`config.mk`:
```
export PLATFORM = sky130hd
export DESIGN_NAME = taylor_trig_unit_flat
export DESIGN_NICKNAME = d
export VERILOG_FILES = /design/src/rtl/taylor_trig_unit_pkg.sv /design/src/rtl/taylor_trig_unit_if.sv /design/src/rtl/taylor_trig_unit_coef_rom.sv /design/src/rtl/taylor_trig_unit.sv /design/src/flat_wrapper.sv
export SDC_FILE = /design/constraint.sdc
export NUM_CORES = 1
export LEC_CHECK = 0
export CORE_MARGIN = 5
export CORE_UTILIZATION = 55
export DETAILED_ROUTE_END_ITERATION = 8
export HOLD_SLACK_MARGIN = 0.12
export PLACE_DENSITY = 0.73
export SLEW_MARGIN = 30
export SYNTH_ARGS = -nofsm -noshare
export SYNTH_HDL_FRONTEND = slang
export SYNTH_HIERARCHICAL = 1
export SYNTH_SLANG_ARGS = --single-unit
```
`constraint.sdc`:
```
create_clock -name clk -period 22.9 [get_ports clk]
set_input_delay 4.58 -clock clk [delete_from_list [all_inputs] [get_ports clk]]
set_output_delay 4.58 -clock clk [all_outputs]
set_load 0.05 [all_outputs]
```
`src/rtl/taylor_trig_unit_pkg.sv`:
```
// Shared definitions for the Taylor-series cos/sin unit: FSM encoding,
// the fixed-point 1.0 constant and the series coefficient generator.
package taylor_trig_unit_pkg;

   typedef enum logic [2:0] {
      S_IDLE,
      S_SQR,
      S_MULX,
      S_MULC,
      S_ACC,
      S_DONE
   } state_t;

   function automatic int unsigned one_q(input int frac);
      return 32'd1 << frac;
   endfunction

   // 1/d in Q.frac, rounded to nearest with ties up, never below 1.
   // cos: d=(2k-1)(2k); sin: d=(2k)(2k+1)
   function automatic int unsigned coef_val(input int frac, input bit sin_mode, input int k);
      int unsigned d;
      int unsigned v;
      d = sin_mode ? (2*k) * (2*k + 1) : (2*k - 1) * (2*k);
      v = ((32'd2 << frac) + d) / (2 * d);
      return (v == 0) ? 1 : v;
   endfunction

endpackage

```
`src/rtl/taylor_trig_unit_if.sv`:
```
// Host-side start/done handshake and operand/result bus of the trig unit.
interface taylor_trig_unit_if #(
   parameter int W      = 16,
   parameter int NTERMS = 6
);
   localparam int KW = $clog2(NTERMS + 1);

   logic          start;
   logic          mode;
   logic [W-1:0]  x_in;
   logic [W-1:0]  eps;
   logic          busy;
   logic          done;
   logic [W-1:0]  z;
   logic [KW-1:0] n_terms;

   modport master (output start, mode, x_in, eps, input busy, done, z, n_terms);
   modport slave  (input start, mode, x_in, eps, output busy, done, z, n_terms);
endinterface

```
`src/rtl/taylor_trig_unit_coef_rom.sv`:
```
// Combinational coefficient lookup c(mode,k) for k = 1..NTERMS, unsigned Q.FRAC.
module taylor_coef_rom
   import taylor_trig_unit_pkg::*;
#(
   parameter int FRAC   = 8,
   parameter int NTERMS = 6,
   localparam int KW    = $clog2(NTERMS + 1)
) (
   input  logic          mode,
   input  logic [KW-1:0] k,
   output logic [FRAC-1:0] c
);

   // NOTE: every always_comb output gets a default first so no path infers a latch.
   always_comb begin
      c = '0;
      for (int i = 1; i <= NTERMS; i++) begin
         if (int'(k) == i)
            c = mode ? FRAC'(coef_val(FRAC, 1'b1, i)) : FRAC'(coef_val(FRAC, 1'b0, i));
      end
   end

endmodule

```
`src/rtl/taylor_trig_unit.sv`:
```
// Sequential fixed-point cos/sin Taylor evaluator: one shared WxW multiplier,
// one adder/subtractor, epsilon early exit and a start/done handshake.
module taylor_trig_unit
   import taylor_trig_unit_pkg::*;
#(
   parameter int W      = 16,
   parameter int FRAC   = 8,
   parameter int NTERMS = 6
) (
   input logic              clk,
   input logic              rst,
   taylor_trig_unit_if.slave bus
);

   localparam int KW = $clog2(NTERMS + 1);
   localparam logic [W-1:0] ONE = W'(one_q(FRAC));

   state_t         state, state_nx;
   logic [W-1:0]   x_q, eps_q, x2_q, t_q, r_q, z_q;
   logic [KW-1:0]  k_q, n_q;
   logic           mode_q, done_q;

   logic [FRAC-1:0] coef;
   logic [W-1:0]    op_a, op_b, fx_prod, sum;
   logic [2*W-1:0]  prod;
   logic            accept, last;

   taylor_coef_rom #(.FRAC(FRAC), .NTERMS(NTERMS)) u_rom (
      .mode (mode_q),
      .k    (k_q),
      .c    (coef)
   );

   // Operand mux for the single shared multiplier.
   always_comb begin
      op_a = t_q;
      op_b = x2_q;
      case (state)
         S_SQR:   begin op_a = x_q; op_b = x_q; end
         S_MULC:  op_b = {{(W-FRAC){1'b0}}, coef};
         default: ;
      endcase
   end

   assign prod    = {{W{1'b0}}, op_a} * {{W{1'b0}}, op_b};
   assign fx_prod = (|prod[2*W-1:W+FRAC]) ? '1 : prod[W+FRAC-1:FRAC];

   // Odd terms of both series carry a negative sign.
   assign sum    = k_q[0] ? (r_q - t_q) : (r_q + t_q);
   assign last   = (k_q == KW'(NTERMS)) || (t_q < eps_q);
   // A start seen during the done pulse is dropped; the host retries afterwards.
   assign accept = (state == S_IDLE) && bus.start && !done_q;

   always_comb begin
      state_nx = state;
      case (state)
         S_IDLE:  if (accept) state_nx = S_SQR;
         S_SQR:   state_nx = S_MULX;
         S_MULX:  state_nx = S_MULC;
         S_MULC:  state_nx = S_ACC;
         S_ACC:   state_nx = last ? S_DONE : S_MULX;
         S_DONE:  state_nx = S_IDLE;
         default: state_nx = S_IDLE;
      endcase
   end

   // NOTE: sequential state uses non-blocking assignments so every register samples pre-edge values.
   always_ff @(posedge clk) begin
      if (rst) begin
         state  <= S_IDLE;
         x_q    <= '0;
         eps_q  <= '0;
         x2_q   <= '0;
         t_q    <= '0;
         r_q    <= '0;
         z_q    <= '0;
         k_q    <= '0;
         n_q    <= '0;
         mode_q <= 1'b0;
         done_q <= 1'b0;
      end else begin
         state  <= state_nx;
         done_q <= (state == S_DONE);
         case (state)
            S_IDLE: if (accept) begin
               x_q    <= bus.x_in;
               eps_q  <= bus.eps;
               mode_q <= bus.mode;
               k_q    <= KW'(1);
               t_q    <= bus.mode ? bus.x_in : ONE;
               r_q    <= bus.mode ? bus.x_in : ONE;
            end
            S_SQR:          x2_q <= fx_prod;
            S_MULX, S_MULC: t_q  <= fx_prod;
            S_ACC: begin
               r_q <= sum;
               if (last) begin
                  z_q <= sum;
                  n_q <= k_q;
               end else begin
                  k_q <= k_q + KW'(1);
               end
            end
            default: ;
         endcase
      end
   end

   assign bus.busy    = (state != S_IDLE) || done_q;
   assign bus.done    = done_q;
   assign bus.z       = z_q;
   assign bus.n_terms = n_q;

endmodule

```
`src/flat_wrapper.sv`:
```
// flat-port wrapper written by rule: the top's interface ports become plain ports
module taylor_trig_unit_flat import taylor_trig_unit_pkg::*;
#(
   parameter int W      = 16,
   parameter int FRAC   = 8,
   parameter int NTERMS = 6
)
  (clk, rst, bus_start, bus_mode, bus_x_in, bus_eps, bus_busy, bus_done, bus_z, bus_n_terms);
  taylor_trig_unit_if #(.W(W), .NTERMS(NTERMS)) bus_i ();
  input logic clk;
  input logic rst;
  input wire logic [$bits(bus_i.start)-1:0] bus_start;
  input wire logic [$bits(bus_i.mode)-1:0] bus_mode;
  input wire logic [$bits(bus_i.x_in)-1:0] bus_x_in;
  input wire logic [$bits(bus_i.eps)-1:0] bus_eps;
  output wire logic [$bits(bus_i.busy)-1:0] bus_busy;
  output wire logic [$bits(bus_i.done)-1:0] bus_done;
  output wire logic [$bits(bus_i.z)-1:0] bus_z;
  output wire logic [$bits(bus_i.n_terms)-1:0] bus_n_terms;
  assign bus_i.start = bus_start;
  assign bus_i.mode = bus_mode;
  assign bus_i.x_in = bus_x_in;
  assign bus_i.eps = bus_eps;
  assign bus_busy = bus_i.busy;
  assign bus_done = bus_i.done;
  assign bus_z = bus_i.z;
  assign bus_n_terms = bus_i.n_terms;
  taylor_trig_unit #(.W(W), .FRAC(FRAC), .NTERMS(NTERMS)) u_core (.clk(clk), .rst(rst), .bus(bus_i));
endmodule
```
==> results by stage, run 1 <==
Layout:
- The number of filler cells placed in the layout is 2325.
- The synthesis-to-layout area growth is 8.32%.
- Of the cells placed in the final design, the portion with a size suffix greater than 1 is 0.0584.
- The number of antenna diodes in the final layout is 0.
- For this run, the share of the core covered by cells in the final layout is 0.603.
- The final layout contains 2140 nets.
- The finished cells cover 15700 sq um.

Timing:
- The peak clock frequency supported by timing is 100 MHz.
- Setup violations remaining at the end of the flow were counted as 0.
- The worst setup skew after layout is 0.00810 ns.
- The final max-slew violation count is 0.
- The count of final hold-check violations is 0.
- After layout, the minimum clock period comes to 9.97 ns.
- Summed over all failing endpoints, the final setup total negative slack is 0 ns.
- Dividing the final minimum period by the clock period gives 0.435.
- At the pin with the least slew margin, the transition time is 1.01 ns.
- The worst pin sits at a relative slew slack of 0.321.
- Setup repair after global routing left no endpoint under its margin.

Worst setup path:
- The endpoint class of the critical path is a flip-flop.
- The data required time at the worst endpoint is 23.09 ns.
- The depth of the most critical reg-to-reg path is 25.
- The element type at the critical path start is a flip-flop.
- The delay of the slowest critical-path stage is 0.90 ns.
- The cell that appears most often on the critical path is sky130_fd_sc_hd__fa_1.
- The beginning of the worst register-to-register path is u_core/state[0]$_SDFFE_PP0P_.
- The maximum fanout count along the critical path is 62.
- Setup slack on the worst reg-to-reg path comes out at 12.93 ns.
- The cell with the biggest individual delay on the critical path is sky130_fd_sc_hd__a2111oi_4.
- In this run the critical register-to-register path is captured at u_core/t_q[8]$_SDFFE_PP0P_.
- The worst setup path is of the flip-flop to flip-flop kind.
- The data arrival time at the worst-slack endpoint is 10.16 ns.

Route:
- The total wire length after detailed routing is 41000 um.
- The DRC marker count from the first detailed-route iteration is 1282.
- The final routed wire length divided by cell count is 19.4 um.
- After detailed routing, the number of vias per cell comes to 5.88.
- Once detail routing completed, the nets flagged for antenna violations numbered 0.
- The number of detailed-route iterations in the first pass is 6.
- The final route contains 12450 vias.
- The detailed-route DRC error count is 0.

Floorplanning:
- The die covers 29700 sq um.
- The die is 172 um wide.
- The cell row count is 59.
- The overall die height is 172 um.
- The area of the core is 26000 sq um.
- 57 I/O pins were placed.
- The effective utilization at floorplan is 0.557.

Power:
- The worst-case IR drop observed on VDD is 0.0990 mV.
- Of the total power, the clock network draws 0.074.
- The internal portion of the total power is 0.000923 W.
- For this design the total switching power over the nets is 0.00122 W.
- The power density normalized to cell area is 137 nW/um^2.
- The logic gate share of total power is 0.778.
- The leakage power summed over all cells is 6.95 nW.
- Of the total power, registers draw 0.148.
- The net switching share of the total power is 0.570.

Global routing:
- The global router's overall resource usage is 0.285.
- Entering global routing, the biggest net connects 109 pins.
- The wire length of the first global-routing pass is 67000 um.
- For this run the aggregate overflow at the end of global routing stands at 0.
- The via count of the first global-routing pass is 12665.
- The number of antenna violations at the first check in global routing came to 0.

Placed design:
- Routability-driven placement finished with a final weighted congestion of 0.962.
- The number of I/O port buffers is 56.
- Once placement finished, the instance area stood at 15400 sq um.
- The post-detailed-placement half-perimeter wirelength is 32200 um.

Worst hold path:
- The count of cells along the worst hold path is 2.
- The worst hold path belongs to the class flip-flop to flip-flop.
- The launch instance of the worst min-delay path is u_core/bus.z[3]$_SDFFE_PP0P_.
- The worst hold path terminates at u_core/bus.z[3]$_SDFFE_PP0P_.

Status:
- The run finished with clean final reports.

CTS:
- The number of buffers inserted to repair setup after CTS is 0.
- The quantity of hold-fixing buffers added after cts is 0.
- At the later pin of the worst-skew pair, clock insertion delay measures 0.35 ns.
- TritonCTS built the clock tree.
- The cell sitting at the root of the clock tree is a sky130_fd_sc_hd__clkbuf_16.
- The clock transition at the registers of the reported paths is 0.07 ns.
- In this run the deepest clock path goes through 2 buffers.
- The number of gates resized after cts is 0.
- Clock tree synthesis found a total of 107 sinks.
- In this run, CTS created clock tree buffers numbering 9.
- The count of H-tree levels built during CTS is 3.

Logic synthesis:
- Yosys printed 6 warnings.
- The dominant synthesized flop cell is sky130_fd_sc_hd__dfxtp_1.
- The share of the Yosys chip area taken by registers is 0.148.
- The number of nets in the synthesized netlist is 2126.
- The number of synthesized flops with an enable pin is 0.
- The average instance in the mapped netlist occupies 8.22 sq um.
- The gate count after technology mapping is 1762.
- The distinct cell type count after synthesis is 75.
- The proportion of synthesized flip-flops having asynchronous set or reset is 0.
- The total of flip-flops plus latches after synthesis is 107.
- The mapped netlist covers 14500 sq um.

Job:
- The tool flagged a number of max-cap violations equal to 0.
==> Yosys cell counts, types with 5 or more instances <==
cell | n | area (sq um)
sky130_fd_sc_hd__a311oi_1 | 11 | 96.3
sky130_fd_sc_hd__o211ai_1 | 5 | 37.5
sky130_fd_sc_hd__o21a_1 | 11 | 82.6
sky130_fd_sc_hd__or2_2 | 21 | 131
sky130_fd_sc_hd__clkbuf_1 | 70 | 263
sky130_fd_sc_hd__or3_1 | 5 | 31.3
sky130_fd_sc_hd__nand2_1 | 236 | 886
sky130_fd_sc_hd__o21bai_1 | 6 | 45.0
sky130_fd_sc_hd__nor2b_1 | 10 | 62.6
sky130_fd_sc_hd__dfxtp_1 | 107 | 2140
sky130_fd_sc_hd__a22oi_1 | 12 | 90.1
sky130_fd_sc_hd__o31ai_1 | 5 | 37.5
sky130_fd_sc_hd__nor3_1 | 25 | 125
sky130_fd_sc_hd__mux2_2 | 14 | 158
sky130_fd_sc_hd__o21ai_0 | 32 | 160
sky130_fd_sc_hd__nand4_1 | 9 | 56.3
sky130_fd_sc_hd__mux2i_1 | 25 | 250
sky130_fd_sc_hd__fa_1 | 194 | 3880
sky130_fd_sc_hd__a31oi_1 | 14 | 87.6
sky130_fd_sc_hd__inv_1 | 273 | 1020
sky130_fd_sc_hd__a21oi_1 | 109 | 546
sky130_fd_sc_hd__nand2b_1 | 14 | 87.6
sky130_fd_sc_hd__a21o_1 | 19 | 143
sky130_fd_sc_hd__and2_1 | 13 | 81.3
sky130_fd_sc_hd__nor2_1 | 213 | 800
sky130_fd_sc_hd__ha_1 | 134 | 1680
sky130_fd_sc_hd__xnor2_1 | 38 | 333
sky130_fd_sc_hd__a211oi_1 | 17 | 128
sky130_fd_sc_hd__nand3_1 | 8 | 40.0
sky130_fd_sc_hd__a221oi_1 | 24 | 210
sky130_fd_sc_hd__xor2_1 | 15 | 131
==> layout make-up <==
type	count	area, sq um	share of cell area
multi-input cells	1300	11000	0.703
flip-flops and latches	107	2140	0.137
inverters	273	1020	0.0654
repair buffers	85	772	0.0492
well taps	335	419	0.0267
clock buffers	11	243	0.0155
clock inverters	5	60.1	0.00383
==> worst max-delay path, delay by kind of cell, from the launching register on <==
kind | cells | cell delay (ns)
flops | 1 | 0.51
buf+inv | 5 | 0.82
simple gates | 6 | 1.91
mux | 1 | 0.86
fa+ha+maj | 7 | 3.52
compound gates | 6 | 2.17
==> layout by cell type (no fill, tap or decap), types with 11 or more instances in the layout <==
cell	count
sky130_fd_sc_hd__a211oi_1	17
sky130_fd_sc_hd__a21o_1	19
sky130_fd_sc_hd__a21oi_1	107
sky130_fd_sc_hd__a221oi_1	24
sky130_fd_sc_hd__a22oi_1	12
sky130_fd_sc_hd__a311oi_1	11
sky130_fd_sc_hd__a31oi_1	14
sky130_fd_sc_hd__and2_1	14
sky130_fd_sc_hd__buf_4	26
sky130_fd_sc_hd__clkdlybuf4s50_1	55
sky130_fd_sc_hd__dfxtp_1	107
sky130_fd_sc_hd__fa_1	194
sky130_fd_sc_hd__ha_1	134
sky130_fd_sc_hd__inv_1	273
sky130_fd_sc_hd__mux2_2	14
sky130_fd_sc_hd__mux2i_1	21
sky130_fd_sc_hd__nand2_1	235
sky130_fd_sc_hd__nand2b_1	14
sky130_fd_sc_hd__nor2_1	212
sky130_fd_sc_hd__nor3_1	25
sky130_fd_sc_hd__o21a_1	11
sky130_fd_sc_hd__o21ai_0	31
sky130_fd_sc_hd__or2_2	21
sky130_fd_sc_hd__xnor2_1	38
sky130_fd_sc_hd__xor2_1	15
==> logic make-up (layout without fill, tap and decap cells) <==
family,count (synthesis),after routing,share of synthesized area
AOI/OAI and AO/OA,300,300,0.140
xor gates and xnor gates,53,53,0.0321
adders and majority gates,328,328,0.384
buffers and inverters,355,374,0.0941
DFF,107,107,0.148
muxes,39,39,0.0282
other,1,1,0.000259
and+or+nand+nor,579,579,0.173
==> worst max-delay path by stage <==
stage	from	end	slack, ns	cells after the start
final	u_core/state[0]$_SDFFE_PP0P_	u_core/t_q[8]$_SDFFE_PP0P_	12.93	25
after global routing	u_core/state[0]$_SDFFE_PP0P_	u_core/t_q[8]$_SDFFE_PP0P_	12.44	25
after floorplan	u_core/state[0]$_SDFFE_PP0P_	u_core/t_q[11]$_SDFFE_PP0P_	14.81	29
after detailed placement	u_core/state[0]$_SDFFE_PP0P_	u_core/x2_q[9]$_SDFFE_PP0N_	13.09	25
after global placement	u_core/state[0]$_SDFFE_PP0P_	u_core/x2_q[0]$_SDFFE_PP0N_	13.05	25
after CTS	u_core/state[0]$_SDFFE_PP0P_	u_core/x2_q[9]$_SDFFE_PP0N_	13.06	25
==> flip-flops by register name, summed over array words and instances, names as in the netlist <==
| name | flops |
|---|---|
| u_core/bus.z | 16 |
| u_core/eps_q | 16 |
| u_core/r_q | 16 |
| u_core/t_q | 16 |
| u_core/x2_q | 16 |
| u_core/x_q | 16 |
| u_core/bus.n_terms | 3 |
| u_core/k_q | 3 |
| u_core/state | 3 |
| u_core/bus.done | 1 |
| u_core/mode_q | 1 |
==> routing by layer <==
metal	share of wire	vias to the layer above	GRT usage
met5	0	-	0
met2	0.46	580	0.452
met3	0.090	100	0.0508
met1	0.42	6042	0.399
li1	-	5728	-
met4	0.032	0	0.0930
==> power by group through the flow <==
stage / Sequential, W / Combinational, W / Clock, W
2_1_floorplan: 0.000277 / 0.00118 / 0
3_3_place_gp: 0.000314 / 0.00159 / 0
3_5_place_dp: 0.000316 / 0.00162 / 0
4_1_cts: 0.000312 / 0.00163 / 0.000162
5_1_grt: 0.000321 / 0.00184 / 0.000168
6_report: 0.000317 / 0.00167 / 0.000160
==> metrics by stage <==
step,setup slack (ns),total power (W),hold WS [ns],std cells
floorplan,14.81,0.00146,0.436,1762
CTS,13.06,0.00211,0.460,2116
detailed placement,13.09,0.00193,0.449,2100
global placement,13.05,0.00191,0.443,2097
global route,12.44,0.00233,0.479,2116
finish,12.93,0.00215,0.458,2116
(Power assumes the default switching activity.)
==> run 2: changes to the inputs <==
- clock period: 22.9 -> 10.3 ns (I/O delays scaled with it)
==> run 2 against run 1 <==
  * Non-clock buffer count grew 9
  * Total power increased by 120%
  * Setup slack worse by 12 ns
  * Sequential power up 110%
  * Clock skew rose by 0.0048 ns
  * Final area is 0.40% higher
  * Critical path depth grew 1
  * Utilization rose by 0.24 points
  * Via count decreased by 0.26%
  * Clock power is 130% higher
  * Combinational power rose by 130%
  * Register-to-register slack got worse by 12 ns
==> results by stage, run 2 (synthesis gave the netlist of run 1 again) <==
Status:
- The flow ran to the end, and the final reports show no timing, DRC or antenna violations.

CTS:
- The number of gates resized after cts is 0 (unchanged).
- The clock transition at the registers of the reported paths is 0.08 ns (about the same).
- CTS placed an instance of sky130_fd_sc_hd__clkbuf_16 at the clock tree root.
- The clock net sink count is 107 (unchanged).
- The count of H-tree levels built during CTS is 3 (unchanged).
- The number of buffers inserted to repair setup after CTS is 0 (unchanged).
- The CTS buffer count was 9 (unchanged).
- The quantity of hold-fixing buffers added after cts was 0 (unchanged).
- The deepest clock path buffer count was 2 (unchanged).
- TritonCTS built the clock tree.
- The later-pin clock latency in the skew report came to 0.36 ns (about the same).

Worst hold path:
- The count of cells along the worst hold path is 2 (unchanged).
- The endpoint of the worst hold-timing path is u_core/bus.z[3]$_SDFFE_PP0P_.
- The launch instance of the worst min-delay path is u_core/bus.z[3]$_SDFFE_PP0P_.
- The type of the most critical hold path is flip-flop to flip-flop.

Route:
- The remaining antenna violation count came to 0 (unchanged).
- The final routed wire length divided by cell count is 19.9 um (+2.6%).
- The via density per instance was 5.84 (-0.68%).
- The detailed-route DRC error count is 0 (unchanged).
- The overall via count from detail_route is 12418 (-0.26%).
- The DRC marker count from the first detailed-route iteration is 1206 (-5.9%).
- The total wire length after detailed routing is 42200 um (+3.0%).
- The number of detailed-route iterations in the first pass is 6 (unchanged).

Timing:
- The worst setup slack after layout came to 1.29 ns (-11.64 ns).
- The slew of the pin with the lowest slew margin is 0.958 ns (-0.0552 ns).
- The number of failing setup endpoints in the final timing report was 0 (unchanged).
- The count of final hold-check violations is 0 (unchanged).
- The final period demand of the worst path is 9.01 ns (-0.961 ns).
- The peak clock frequency supported by timing is 111 MHz (+11%).
- The remaining max-slew budget at the tightest pin is 0.343 (+0.0217).
- The worst setup skew after layout is 0.0129 ns (+0.00480 ns).
- The setup TNS after final layout is 0 ns (unchanged).
- The final max-slew violation count is 0 (unchanged).
- The period utilization came to 0.875 (+0.439).
- Setup repair after global routing left no endpoint under its margin.

Layout:
- The area taken by flip-flops and latches is 2140 sq um (unchanged).
- The fraction of the core area covered by cells at the end of the flow came to 0.606 (+0.00241).
- The number of filler cells placed in the layout came to 2372 (+2.0%).
- Leaving out fill and tap cells, the most frequent cells in the layout are sky130_fd_sc_hd__inv_1 (273), sky130_fd_sc_hd__nand2_1 (235), sky130_fd_sc_hd__nor2_1 (212).
- The number of diodes added for antenna fixing was 0 (unchanged).
- Relative to the synthesized area, the layout overhead comes to 8.76%.
- The net total in the final layout is 2149 (+0.42%).
- The library cell used most frequently in the layout, excluding fill and tap cells, is sky130_fd_sc_hd__inv_1.
- The fraction of final layout cells sized beyond drive strength 1 is 0.0609 (+0.00250).
- The area taken by multi-input logic gates is 11000 sq um (-0.18%).

Floorplanning:
- The overall die height was 172 um (unchanged).
- The chip width is 172 um (unchanged).
- The cell row count is 59 (unchanged).
- The number of top-level pins is 57 (unchanged).
- The effective utilization at floorplan was 0.557 (unchanged).
- The area of the core is 26000 sq um (unchanged).
- The die area is 29700 sq um (unchanged).

Worst setup path:
- The worst-case register-to-register setup slack came to 1.29 ns (-11.64 ns).
- The critical path class is flip-flop to flip-flop.
- STA classifies the critical path endpoint as a flip-flop.
- The worst register-to-register path ends at u_core/t_q[8]$_SDFFE_PP0P_.
- In this run the critical register-to-register path is launched from u_core/state[2]$_SDFFE_PP0P_.
- The depth of the most critical reg-to-reg path came to 26 (+4.0%).
- The maximum fanout count along the critical path is 26 (-58%).
- The data required time at the worst endpoint is 10.49 ns (-12.60 ns).
- The beginning of the critical path is u_core/state[2]$_SDFFE_PP0P_.
- The data arrival time at the worst-slack endpoint is 9.20 ns (-0.96 ns).
- The element type at the critical path start is a flip-flop.

Job:
- The max-cap check violation count was 0 (unchanged).

Power:
- The power density normalized to cell area is 306 nW/um^2 (+120%).
- The worst IR drop on VDD is 0.223 mV (+130%).
- The leakage power summed over all cells is 7.00 nW (+0.64%).

Placed design:
- The final weighted congestion in routability-driven placement is 0.946 (-1.7%).
- The post-detailed-placement half-perimeter wirelength came to 33000 um (+2.6%).
- The number of I/O port buffers was 56 (unchanged).
- The worst setup slack after placement is 1.19 ns (-11.90 ns).

Global routing:
- The global router's overall resource usage is 0.295 (+0.00945).
- The wire length of the first global-routing pass is 68200 um (+1.9%).
- The largest net degree at the start of global routing is 109 (unchanged).
- The leftover overflow at the end of global routing is 0 (unchanged).
- The via count of the first global-routing pass is 12717 (+0.41%).
- The number of antenna violations at the first check in global routing is 0 (unchanged).
==> run 2: power breakdown <==
group	leakage, nW	switching [W]	internal [W]	total [W]
Combinational	5.98	0.00241	0.00136	0.00377
Sequential	0.874	0.000160	0.000521	0.000680
Clock	0.142	0.000166	0.000196	0.000362
Total	7.00	0.00273	0.00208	0.00481
==> run 2: stage by stage <==
step           power, W  instances  hold WS (ns)  cell area, sq um
6_report        0.00481       2125         0.457             15700
5_1_grt         0.00522       2125         0.472             15700
4_1_cts         0.00474       2124         0.458             15700
3_5_place_dp    0.00434       2108         0.447             15400
3_3_place_gp    0.00427       2106         0.443             15400
2_1_floorplan   0.00324       1762         0.436             14500
==> run 2: how the worst max path moves through the flow <==
stage / endpoint / slack [ns] / cells past startpoint
after detailed placement: u_core/t_q[8]$_SDFFE_PP0P_ / 1.19 / 26
final: u_core/t_q[8]$_SDFFE_PP0P_ / 1.29 / 26
after CTS: u_core/t_q[8]$_SDFFE_PP0P_ / 1.17 / 26
after global routing: u_core/t_q[8]$_SDFFE_PP0P_ / 0.83 / 26
after global placement: u_core/t_q[8]$_SDFFE_PP0P_ / 1.37 / 26
after floorplan: u_core/t_q[11]$_SDFFE_PP0P_ / 2.21 / 29
==> run 2: cell type report <==
class                   count  share of cell area
repair buffers             94              0.0541
inverters                 273              0.0651
clock inverters             5             0.00397
clock buffers              11              0.0154
multi-input cells        1300               0.699
well taps                 335              0.0266
flip-flops and latches    107               0.136
==> run 2: layer usage <==
metal / routed length [um] / vias up / GRT usage
li1: - / 5747 / -
met1: 18100 / 6099 / 0.419
met2: 19600 / 498 / 0.470
met3: 3350 / 74 / 0.0466
met4: 1140 / 0 / 0.0834
met5: 0 / - / 0
==> run 2: worst max-delay path: stages (launching register included) <==
cell and delay (ns):
sky130_fd_sc_hd__dfxtp_1 0.40, sky130_fd_sc_hd__nand2b_2 0.25, sky130_fd_sc_hd__nor2_4 0.54, sky130_fd_sc_hd__buf_4 0.40
sky130_fd_sc_hd__mux2i_1 0.69, sky130_fd_sc_hd__nor2_1 0.18, sky130_fd_sc_hd__fa_1 0.57, sky130_fd_sc_hd__inv_1 0.05
sky130_fd_sc_hd__fa_1 0.47, sky130_fd_sc_hd__inv_1 0.05, sky130_fd_sc_hd__fa_1 0.48, sky130_fd_sc_hd__fa_1 0.52
sky130_fd_sc_hd__fa_1 0.50, sky130_fd_sc_hd__inv_1 0.05, sky130_fd_sc_hd__fa_1 0.47, sky130_fd_sc_hd__inv_1 0.04
sky130_fd_sc_hd__ha_1 0.40, sky130_fd_sc_hd__nand4_1 0.18, sky130_fd_sc_hd__a211oi_1 0.19, sky130_fd_sc_hd__nor4b_1 0.62
sky130_fd_sc_hd__nor2_1 0.24, sky130_fd_sc_hd__a2111o_1 0.41, sky130_fd_sc_hd__o211ai_1 0.09, sky130_fd_sc_hd__o2111ai_1 0.25
sky130_fd_sc_hd__a2111oi_4 0.37, sky130_fd_sc_hd__buf_4 0.27, sky130_fd_sc_hd__a221oi_1 0.11
